$ cat config.mk
export PLATFORM = sky130hd
export DESIGN_NAME = axi_lite_master
export DESIGN_NICKNAME = d
export VERILOG_FILES = /design/src/rtl/axi_lite_master.sv
export SDC_FILE = /design/constraint.sdc
export NUM_CORES = 1
export LEC_CHECK = 0
export CAP_MARGIN = 0
export CORE_MARGIN = 8
export CORE_UTILIZATION = 43
export CTS_CLUSTER_DIAMETER = 80
export CTS_CLUSTER_SIZE = 24
export DETAILED_ROUTE_END_ITERATION = 8
export HOLD_SLACK_MARGIN = 0.03
export PLACE_DENSITY_LB_ADDON = 0.2
export SLEW_MARGIN = 25
export SYNTH_ARGS = -nofsm -noshare
export SYNTH_HDL_FRONTEND = slang
export SYNTH_SLANG_ARGS = --single-unit
$ cat constraint.sdc
create_clock -name a_clk -period 2.39 [get_ports a_clk]
set_input_delay 0.478 -clock a_clk [delete_from_list [all_inputs] [get_ports a_clk]]
set_output_delay 0.478 -clock a_clk [all_outputs]
set_load 0.01 [all_outputs]
$ cat src/rtl/axi_lite_master.sv
// axi_lite_master: single-outstanding AXI-lite initiator.
// Turns one command from a simple valid/ready command port into an AXI-lite
// read or write, and returns the bus response on a valid/ready response port.
// A bus phase that stalls for TIMEOUT cycles is abandoned and reported as
// SLVERR (2'b10). TIMEOUT = 0 disables the abort.
//
// Ports:
//   a_clk, a_rst                      clock, synchronous active-high reset
//   cmd_valid/ready/write/addr/wdata/wstrb   command in
//   rsp_valid/ready/rdata/resp        response out
//   aw_*, w_*, b_*                    AXI-lite write channels
//   ar_*, r_*                         AXI-lite read channels
// Every output is a flop; all of them read 0 while in reset.
module axi_lite_master #(
  parameter int unsigned TIMEOUT = 255,
  parameter logic        PROT    = 1'b0
) (
  input  logic         a_clk,
  input  logic         a_rst,
  // command port
  input  logic         cmd_valid,
  output logic         cmd_ready,
  input  logic         cmd_write,
  input  logic [17:0]  cmd_addr,
  input  logic [15:0]  cmd_wdata,
  input  logic [1:0]   cmd_wstrb,
  // response port
  output logic         rsp_valid,
  input  logic         rsp_ready,
  output logic [15:0]  rsp_rdata,
  output logic [1:0]   rsp_resp,
  // write address channel
  output logic         aw_valid,
  input  logic         aw_ready,
  output logic [17:0]  aw_addr,
  output logic         aw_prot,
  // write data channel
  output logic         w_valid,
  input  logic         w_ready,
  output logic [15:0]  w_data,
  output logic [1:0]   w_strb,
  // write response channel
  input  logic         b_valid,
  output logic         b_ready,
  input  logic [1:0]   b_resp,
  // read address channel
  output logic         ar_valid,
  input  logic         ar_ready,
  output logic [17:0]  ar_addr,
  output logic         ar_prot,
  // read data channel
  input  logic         r_valid,
  output logic         r_ready,
  input  logic [15:0]  r_data,
  input  logic [1:0]   r_resp
);

  localparam int unsigned AW       = 18;
  localparam int unsigned DW       = 16;
  localparam int unsigned SW       = 2;
  localparam int unsigned RW       = 2;
  localparam int unsigned CW       = (TIMEOUT == 0) ? 1 : $clog2(TIMEOUT + 1);
  // Count value during the last allowed cycle of a phase.
  localparam int unsigned TMO_LAST = (TIMEOUT == 0) ? 0 : TIMEOUT - 1;
  localparam bit          TMO_EN   = (TIMEOUT != 0);
  localparam logic [RW-1:0] RESP_SLVERR = 2'b10;

  typedef enum logic [1:0] {
    ST_IDLE  = 2'd0,
    ST_WRITE = 2'd1,
    ST_READ  = 2'd2,
    ST_RESP  = 2'd3
  } state_e;

  state_e        state_q,     state_d;
  logic [CW-1:0] cnt_q,       cnt_d;
  logic          cmd_ready_q, cmd_ready_d;
  logic          rsp_valid_q, rsp_valid_d;
  logic [DW-1:0] rsp_rdata_q, rsp_rdata_d;
  logic [RW-1:0] rsp_resp_q,  rsp_resp_d;
  logic          aw_valid_q,  aw_valid_d;
  logic [AW-1:0] aw_addr_q,   aw_addr_d;
  logic          prot_q,      prot_d;
  logic          w_valid_q,   w_valid_d;
  logic [DW-1:0] w_data_q,    w_data_d;
  logic [SW-1:0] w_strb_q,    w_strb_d;
  logic          b_ready_q,   b_ready_d;
  logic          ar_valid_q,  ar_valid_d;
  logic [AW-1:0] ar_addr_q,   ar_addr_d;
  logic          r_ready_q,   r_ready_d;

  // Phase has used up its last allowed cycle.
  logic expire_c;
  assign expire_c = TMO_EN && (cnt_q == CW'(TMO_LAST));

  // Next-state and next-output logic.
  always_comb begin
    state_d     = state_q;
    cnt_d       = cnt_q;
    cmd_ready_d = cmd_ready_q;
    rsp_valid_d = rsp_valid_q;
    rsp_rdata_d = rsp_rdata_q;
    rsp_resp_d  = rsp_resp_q;
    aw_valid_d  = aw_valid_q;
    aw_addr_d   = aw_addr_q;
    prot_d      = PROT;
    w_valid_d   = w_valid_q;
    w_data_d    = w_data_q;
    w_strb_d    = w_strb_q;
    b_ready_d   = b_ready_q;
    ar_valid_d  = ar_valid_q;
    ar_addr_d   = ar_addr_q;
    r_ready_d   = r_ready_q;

    unique case (state_q)
      ST_IDLE: begin
        cmd_ready_d = 1'b1;
        if (cmd_valid && cmd_ready_q) begin
          cmd_ready_d = 1'b0;
          cnt_d       = '0;
          if (cmd_write) begin
            aw_addr_d  = cmd_addr;
            w_data_d   = cmd_wdata;
            w_strb_d   = cmd_wstrb;
            aw_valid_d = 1'b1;
            w_valid_d  = 1'b1;
            b_ready_d  = 1'b1;
            state_d    = ST_WRITE;
          end else begin
            ar_addr_d  = cmd_addr;
            ar_valid_d = 1'b1;
            r_ready_d  = 1'b1;
            state_d    = ST_READ;
          end
        end
      end

      ST_WRITE: begin
        cnt_d = cnt_q + CW'(1);
        if (aw_valid_q && aw_ready) aw_valid_d = 1'b0;
        if (w_valid_q && w_ready)   w_valid_d  = 1'b0;
        // A completion on the expiry edge takes priority over the abort.
        if (b_valid && b_ready_q) begin
          rsp_resp_d  = b_resp;
          rsp_rdata_d = '0;
          aw_valid_d  = 1'b0;
          w_valid_d   = 1'b0;
          b_ready_d   = 1'b0;
          rsp_valid_d = 1'b1;
          state_d     = ST_RESP;
        end else if (expire_c) begin
          rsp_resp_d  = RESP_SLVERR;
          rsp_rdata_d = '0;
          aw_valid_d  = 1'b0;
          w_valid_d   = 1'b0;
          b_ready_d   = 1'b0;
          rsp_valid_d = 1'b1;
          state_d     = ST_RESP;
        end
      end

      ST_READ: begin
        cnt_d = cnt_q + CW'(1);
        if (ar_valid_q && ar_ready) ar_valid_d = 1'b0;
        if (r_valid && r_ready_q) begin
          rsp_resp_d  = r_resp;
          rsp_rdata_d = r_data;
          ar_valid_d  = 1'b0;
          r_ready_d   = 1'b0;
          rsp_valid_d = 1'b1;
          state_d     = ST_RESP;
        end else if (expire_c) begin
          rsp_resp_d  = RESP_SLVERR;
          rsp_rdata_d = '0;
          ar_valid_d  = 1'b0;
          r_ready_d   = 1'b0;
          rsp_valid_d = 1'b1;
          state_d     = ST_RESP;
        end
      end

      ST_RESP: begin
        if (rsp_valid_q && rsp_ready) begin
          rsp_valid_d = 1'b0;
          cmd_ready_d = 1'b1;
          state_d     = ST_IDLE;
        end
      end

      default: state_d = ST_IDLE;
    endcase
  end

  // State and output registers.
  always_ff @(posedge a_clk) begin
    if (a_rst) begin
      state_q     <= ST_IDLE;
      cnt_q       <= '0;
      cmd_ready_q <= 1'b0;
      rsp_valid_q <= 1'b0;
      rsp_rdata_q <= '0;
      rsp_resp_q  <= '0;
      aw_valid_q  <= 1'b0;
      aw_addr_q   <= '0;
      prot_q      <= 1'b0;
      w_valid_q   <= 1'b0;
      w_data_q    <= '0;
      w_strb_q    <= '0;
      b_ready_q   <= 1'b0;
      ar_valid_q  <= 1'b0;
      ar_addr_q   <= '0;
      r_ready_q   <= 1'b0;
    end else begin
      state_q     <= state_d;
      cnt_q       <= cnt_d;
      cmd_ready_q <= cmd_ready_d;
      rsp_valid_q <= rsp_valid_d;
      rsp_rdata_q <= rsp_rdata_d;
      rsp_resp_q  <= rsp_resp_d;
      aw_valid_q  <= aw_valid_d;
      aw_addr_q   <= aw_addr_d;
      prot_q      <= prot_d;
      w_valid_q   <= w_valid_d;
      w_data_q    <= w_data_d;
      w_strb_q    <= w_strb_d;
      b_ready_q   <= b_ready_d;
      ar_valid_q  <= ar_valid_d;
      ar_addr_q   <= ar_addr_d;
      r_ready_q   <= r_ready_d;
    end
  end

  assign cmd_ready = cmd_ready_q;
  assign rsp_valid = rsp_valid_q;
  assign rsp_rdata = rsp_rdata_q;
  assign rsp_resp  = rsp_resp_q;
  assign aw_valid  = aw_valid_q;
  assign aw_addr   = aw_addr_q;
  assign aw_prot   = prot_q;
  assign w_valid   = w_valid_q;
  assign w_data    = w_data_q;
  assign w_strb    = w_strb_q;
  assign b_ready   = b_ready_q;
  assign ar_valid  = ar_valid_q;
  assign ar_addr   = ar_addr_q;
  assign ar_prot   = prot_q;
  assign r_ready   = r_ready_q;

endmodule
; ---- After elaboration in Yosys (flattened, before gate mapping)
; Cells that the tools add are included.
[word_totals]
ff_bits = 89
word_cells = 102
[op_classes]
muxes = 46
reduce_logical = 26
n_eq_ne = 13
n_bitwise = 1
add_sub_neg = 1
[op_table]
columns = operator, n
row1 = 2-to-1 mux 16 bit, 3
row2 = case mux 16 bit (2 select lines), 1
row3 = 2-to-1 mux 1 bit, 22
row4 = AND reduction 4 bit, 5
row5 = 2-to-1 mux 2 bit, 9
row6 = case mux 8 bit (2 select lines), 1
row7 = inequality test 4 bit (second input constant), 3
row8 = case mux 1 bit (2 select lines), 6
row9 = nonzero test 2 bit, 5
row10 = adder 8 x 1 -> 8 bit (second input constant), 1
row11 = equality test 8 bit (second input constant), 1
row12 = 2-to-1 mux 8 bit, 1
row13 = inequality test 2 bit (second input constant), 4
row14 = case mux 2 bit (4 select lines), 1
row15 = AND reduction 2 bit, 4
row16 = logical AND 1 bit, 7
row17 = inequality test 3 bit (second input constant), 2
row18 = AND reduction 3 bit, 2
row19 = equality test 2 bit (second input constant), 2
row20 = case mux 2 bit (2 select lines), 1
row21 = case mux 1 bit (3 select lines), 1
row22 = nonzero test 3 bit, 1
row23 = equality test 2 x 1 -> 1 bit (second input constant), 1
row24 = logical NOT 2 bit, 1
row25 = 2 further kinds, 2

; ---- Longest topological paths before layout
[depth]
depth_word = 5
mapped_depth = 8

; ---- Least setup slack after synthesis
; Ideal clock, no wire load.
[synth_path]
path_type = flip-flop to flip-flop
from = reg state_q[0]
to = reg rsp_rdata_q[10] (netlist: rsp_rdata[10])
stages_incl_launch_ff = 8
slack_ps = 675
n_path_buf = 1
setup_time_ps = 69
required_time_ps = 2321
arrival_ps = 1646
cell_sequence = dfxtp_1 > inv_1 > ha_1 > and3_2 > a211oi_4 > buf_6 > o21ai_2 > a21oi_2
[synth_via]
elab_chain_cells = 2
[synth_lines]
columns = item, line
row1 = "start, declared", 75  ; state_e state_q, state_d;
row2 = "start signal, assigned", 214  ; state_q <= state_d;
row3 = equality test 2 bit / equality test 2 x 1 -> 1 bit (equally long branches), 115  ; unique case (state_q)
row4 = case mux 16 bit (2 select lines) / nonzero test 2 bit (equally long branches), n/a
row5 = "end signal, assigned", 218  ; rsp_rdata_q <= rsp_rdata_d;
row6 = "end, declared", 79  ; logic [DW-1:0] rsp_rdata_q, rsp_rdata_d;
; Several ways; a longest one is shown, not always the timed one.
; A chain may end at the register's enable or synchronous reset.

; ---- Worst setup path after layout
[layout_path]
from = reg state_q[0]
to = reg rsp_rdata_q[13] (netlist: rsp_rdata[13])
; Same word-level chain as after synthesis.

==> flow_results.xml <==
<?xml version="1.0" encoding="UTF-8"?>
<metrics>
  <group name="status">
    <metric name="result_of_the_run" unit="">complete, no violations</metric>
  </group>
  <group name="power">
    <metric name="static-leakage-power" unit="nW">1.84</metric>
    <metric name="swShare" unit="%">35.0</metric>
    <metric name="total_chip_power" unit="mW">3.95</metric>
    <metric name="pwr_density_cell" unit="nW/um^2">747</metric>
    <metric name="power_switching" unit="mW">1.38</metric>
    <metric name="max-vdd-ir-drop" unit="V">0.000470</metric>
    <metric name="clock_power_share" unit="%">24.1</metric>
    <metric name="seq_power_share" unit="%">43.0</metric>
    <metric name="share_comb_of_total_power" unit="%">33.0</metric>
    <metric name="power_report.internal_total" unit="mW">2.57</metric>
  </group>
  <group name="timing">
    <metric name="min_period" unit="ns">1.99</metric>
    <metric name="worstMarginPinSlew" unit="ns">0.716</metric>
    <metric name="final.setup_skew" unit="ns">0.0125</metric>
    <metric name="grt_setup_unrepaired" unit="">false</metric>
    <metric name="finalWorstSetupSlack" unit="ns">0.401</metric>
    <metric name="total_negative_setup_slack" unit="ns">0</metric>
    <metric name="slew_violations" unit="">0</metric>
    <metric name="highest_achievable_clock_rate" unit="MHz">503</metric>
    <metric name="setup_viol" unit="">0</metric>
    <metric name="timing.max_slew.rel_slack" unit="%">52.3</metric>
    <metric name="final-hold-violation-count" unit="">0</metric>
    <metric name="final.hold.worst_slack" unit="ns">0.455</metric>
    <metric name="post-route-period-util" unit="%">83.2</metric>
  </group>
  <group name="hold_path">
    <metric name="type_of_the_tightest_min_delay_check" unit="">reg2reg</metric>
  </group>
  <group name="worst_setup_path">
    <metric name="crit_path_max_fanout" unit="">17</metric>
    <metric name="regToRegEndpoint" unit="">rsp_rdata[13]</metric>
    <metric name="reg2reg_depth" unit="">7</metric>
    <metric name="worstSetupPathType" unit="">reg2reg</metric>
    <metric name="r2r_start" unit="">state_q[0]</metric>
    <metric name="critical_path.cell_chain" unit="">inv_1 &gt; ha_1 &gt; and3_2 &gt; a211oi_4 &gt; buf_4 &gt; o21ai_0 &gt; a21oi_1</metric>
    <metric name="cp_data_arrival_time" unit="ns">2.27</metric>
    <metric name="worst_setup_path_endpoint" unit="">rsp_rdata[13]</metric>
    <metric name="critPathMaxStageDelay" unit="ns">0.41</metric>
    <metric name="data_required_time_of_the_critical_path" unit="ns">2.67</metric>
    <metric name="worst_path_max_delay_cell" unit="">sky130_fd_sc_hd__dfxtp_1</metric>
    <metric name="worst_setup_path_startpoint" unit="">state_q[0]</metric>
    <metric name="cp-start-kind" unit="">register</metric>
    <metric name="r2r_slack" unit="ns">0.40</metric>
    <metric name="crit_path_end_kind" unit="">register</metric>
  </group>
  <group name="cts">
    <metric name="cts_tree" unit="">done</metric>
    <metric name="clkTransAtPathRegs" unit="ns">0.09</metric>
    <metric name="tritoncts_num_sinks" unit="">89</metric>
    <metric name="clock_tree.root_cell" unit="">sky130_fd_sc_hd__clkbuf_8</metric>
    <metric name="postCtsResizedCells" unit="">0</metric>
    <metric name="post_cts.repair.setup_buffers" unit="">0</metric>
    <metric name="clkLatencyLatePin" unit="ns">0.35</metric>
    <metric name="cts_hold_repair.buffers" unit="">0</metric>
    <metric name="cts.htree.levels" unit="">3</metric>
    <metric name="cts_buffer_depth" unit="">2</metric>
    <metric name="cts_buffers" unit="">9</metric>
  </group>
  <group name="die">
    <metric name="die-area" unit="sq um">11600</metric>
    <metric name="placementRows" unit="">33</metric>
    <metric name="start_util" unit="%">44.1</metric>
    <metric name="core" unit="sq um">8180</metric>
    <metric name="chipWidth" unit="microns">108</metric>
    <metric name="pin_count" unit="">147</metric>
    <metric name="fp.dieH" unit="microns">108</metric>
  </group>
  <group name="global_route">
    <metric name="number_of_antenna_violations_at_the_first_check_in_global_routing" unit="">0</metric>
    <metric name="pin_count_of_the_biggest_net_entering_global_routing" unit="">51</metric>
    <metric name="global_route_wire_length_before_repair" unit="microns">16800</metric>
    <metric name="first_global_vias" unit="">3280</metric>
    <metric name="globalRoute.totalOverflow" unit="">0</metric>
    <metric name="all_layer_global_routing_usage" unit="%">18.0</metric>
  </group>
  <group name="finish">
    <metric name="nFillCells" unit="">725</metric>
    <metric name="layout-area-overhead-vs-synth" unit="%">47.0</metric>
    <metric name="final_nets" unit="">651</metric>
    <metric name="fin_util" unit="%">64.8</metric>
    <metric name="stdcell_count" unit="">689</metric>
    <metric name="antenna_cells" unit="">0</metric>
    <metric name="share_of_layout_cells_above_drive_strength_1" unit="%">8.90</metric>
    <metric name="finish.instance_area" unit="sq um">5300</metric>
  </group>
  <group name="place">
    <metric name="placed_cells" unit="">673</metric>
    <metric name="routabilityCongestion" unit="">0.824</metric>
    <metric name="port_buffers" unit="">144</metric>
    <metric name="post-dp-hpwl" unit="microns">7800</metric>
    <metric name="pre_cts_ws" unit="ns">0.283</metric>
    <metric name="dpl-instance-area" unit="sq um">5120</metric>
  </group>
  <group name="yosys">
    <metric name="yosys.area_share.xor_xnor" unit="%">1.22</metric>
    <metric name="synth_simple_gate_area_share" unit="%">21.4</metric>
    <metric name="post_synth_fa_ha_maj_area_fraction" unit="%">2.08</metric>
    <metric name="yosys_warnings" unit="">0</metric>
    <metric name="synth_top_family_by_area" unit="">simple AND/OR/NAND/NOR gates</metric>
    <metric name="post-synth-top-area-fraction" unit="%">49.5</metric>
    <metric name="share_of_synthesized_area_occupied_by_flip_flops_and_latches" unit="%">49.5</metric>
    <metric name="netlist.top_cell.by_area" unit="">sky130_fd_sc_hd__dfxtp_1</metric>
    <metric name="ys_top_cells_by_area" unit="">sky130_fd_sc_hd__dfxtp_1, sky130_fd_sc_hd__nand2_1, sky130_fd_sc_hd__a21oi_1</metric>
    <metric name="synthFlopType" unit="">sky130_fd_sc_hd__dfxtp_1</metric>
    <metric name="synth_edf_count" unit="">0</metric>
    <metric name="post_synth_instance_area" unit="sq um">3600</metric>
    <metric name="synth.mux.area_fraction" unit="%">0.556</metric>
    <metric name="post_synth_inst_count" unit="">442</metric>
    <metric name="share_of_async_settable_or_async_resettable_flops_after_synthesis" unit="%">0</metric>
    <metric name="synth-seq-cells" unit="">89</metric>
    <metric name="syn_area_per_cell" unit="sq um">8.15</metric>
    <metric name="synthDistinctLibCells" unit="">45</metric>
    <metric name="synth-compound-area-share" unit="%">20.5</metric>
  </group>
  <group name="route">
    <metric name="totalWireLength" unit="microns">10600</metric>
    <metric name="via_density_per_instance" unit="">5.00</metric>
    <metric name="drt-pass1-iter-count" unit="">4</metric>
    <metric name="first_iter_violations" unit="">156</metric>
    <metric name="number_of_design_rule_violations_left_after_detail_routing" unit="">0</metric>
    <metric name="antenna_left" unit="">0</metric>
    <metric name="num_vias" unit="">3447</metric>
    <metric name="avgRoutedWirePerCell" unit="microns">15.4</metric>
  </group>
  <group name="flow_run">
    <metric name="drv_cap" unit="">0</metric>
  </group>
</metrics>
==> power by group through the flow <==
stage          registers, mW  logic (mW)  clock network (mW)
3_3_place_gp            1.73        1.28                   0
5_1_grt                 1.72        1.44                1.05
2_1_floorplan           1.76       0.759                   0
4_1_cts                 1.70        1.31               0.975
3_5_place_dp            1.73        1.31                   0
6_report                1.70        1.30               0.951
==> worst max-delay path, delay by kind of cell, from the launching register on <==
family                     cells  cell delay (ns)
AOI/OAI and AO/OA              3             0.52
DFF                            1             0.41
buffers and inverters          2             0.38
and+or+nand+nor                1             0.29
adders and majority gates      1             0.30
==> routing by layer <==
| metal | vias to the layer above | global-route usage [%] | part of all wire [%] |
|---|---|---|---|
| met2 | 114 | 30.0 | 48 |
| met1 | 1568 | 21.9 | 43 |
| met3 | 10 | 4.67 | 7.9 |
| met4 | 0 | 6.54 | 1.0 |
| met5 | - | 0 | 0 |
| li1 | 1755 | - | - |
==> sequential cells by signal, summed over array words and instances (netlist names) <==
| signal | count |
|---|---|
| ar_addr | 18 |
| aw_addr | 18 |
| rsp_rdata | 16 |
| w_data | 16 |
| cnt_q | 8 |
| rsp_resp | 2 |
| state_q | 2 |
| w_strb | 2 |
| ar_valid | 1 |
| aw_valid | 1 |
| b_ready | 1 |
| cmd_ready | 1 |
| r_ready | 1 |
| rsp_valid | 1 |
| w_valid | 1 |
==> cells in the final DEF, fill, tap and decap left out, types with 3 or more instances in the layout <==
cell type,n
sky130_fd_sc_hd__clkdlybuf4s50_1,143
sky130_fd_sc_hd__nand2_1,131
sky130_fd_sc_hd__dfxtp_1,89
sky130_fd_sc_hd__a21oi_1,69
sky130_fd_sc_hd__nor2_1,20
sky130_fd_sc_hd__o21ai_0,12
sky130_fd_sc_hd__o21ai_2,10
sky130_fd_sc_hd__a21oi_2,10
sky130_fd_sc_hd__clkbuf_8,10
sky130_fd_sc_hd__nor3_1,9
sky130_fd_sc_hd__buf_4,9
sky130_fd_sc_hd__inv_1,7
sky130_fd_sc_hd__ha_1,6
sky130_fd_sc_hd__nand3_1,5
sky130_fd_sc_hd__xor2_1,5
sky130_fd_sc_hd__and2_1,3
sky130_fd_sc_hd__and3_1,3
==> cells in the mapped netlist, types with 3 or more instances <==
cell type,count
sky130_fd_sc_hd__a21oi_1,69
sky130_fd_sc_hd__a21oi_2,10
sky130_fd_sc_hd__and2_1,3
sky130_fd_sc_hd__and3_1,3
sky130_fd_sc_hd__buf_2,10
sky130_fd_sc_hd__buf_4,4
sky130_fd_sc_hd__clkbuf_1,13
sky130_fd_sc_hd__dfxtp_1,89
sky130_fd_sc_hd__ha_1,6
sky130_fd_sc_hd__inv_1,7
sky130_fd_sc_hd__nand2_1,131
sky130_fd_sc_hd__nand3_1,5
sky130_fd_sc_hd__nor2_1,20
sky130_fd_sc_hd__nor3_1,9
sky130_fd_sc_hd__o21ai_0,12
sky130_fd_sc_hd__o21ai_2,10
sky130_fd_sc_hd__xor2_1,5
==> worst min-delay path by stage <==
stage,from,end,cells after the start
finish,ar_addr[15],ar_addr[15],2
global route,aw_addr[13],aw_addr[13],2
CTS,ar_addr[6],ar_addr[6],2
detailed placement,w_data[10],w_data[10],2
global placement,ar_addr[16],ar_addr[16],2
floorplan,cnt_q[0],cnt_q[0],2
==> cell type report <==
type	count	area (sq um)	area share [%]
Sequential cell	89	1780	33.6
Multi-Input combinational cell	318	1650	31.2
Timing Repair Buffer	154	1520	28.8
Clock buffer	10	138	2.60
Tap cell	105	131	2.48
Clock inverter	6	42.5	0.803
Inverter	7	26.3	0.496
==> cell families (layout without fill, tap and decap cells) <==
| kind of cell | after synthesis | count (layout) |
|---|---|---|
| simple gates | 184 | 184 |
| compound gates | 119 | 119 |
| mux | 2 | 2 |
| other cells | 1 | 2 |
| buf+inv | 36 | 177 |
| xor+xnor | 5 | 5 |
| flops | 89 | 89 |
| fa+ha+maj | 6 | 6 |
Power figures use the tool's default switching activity.
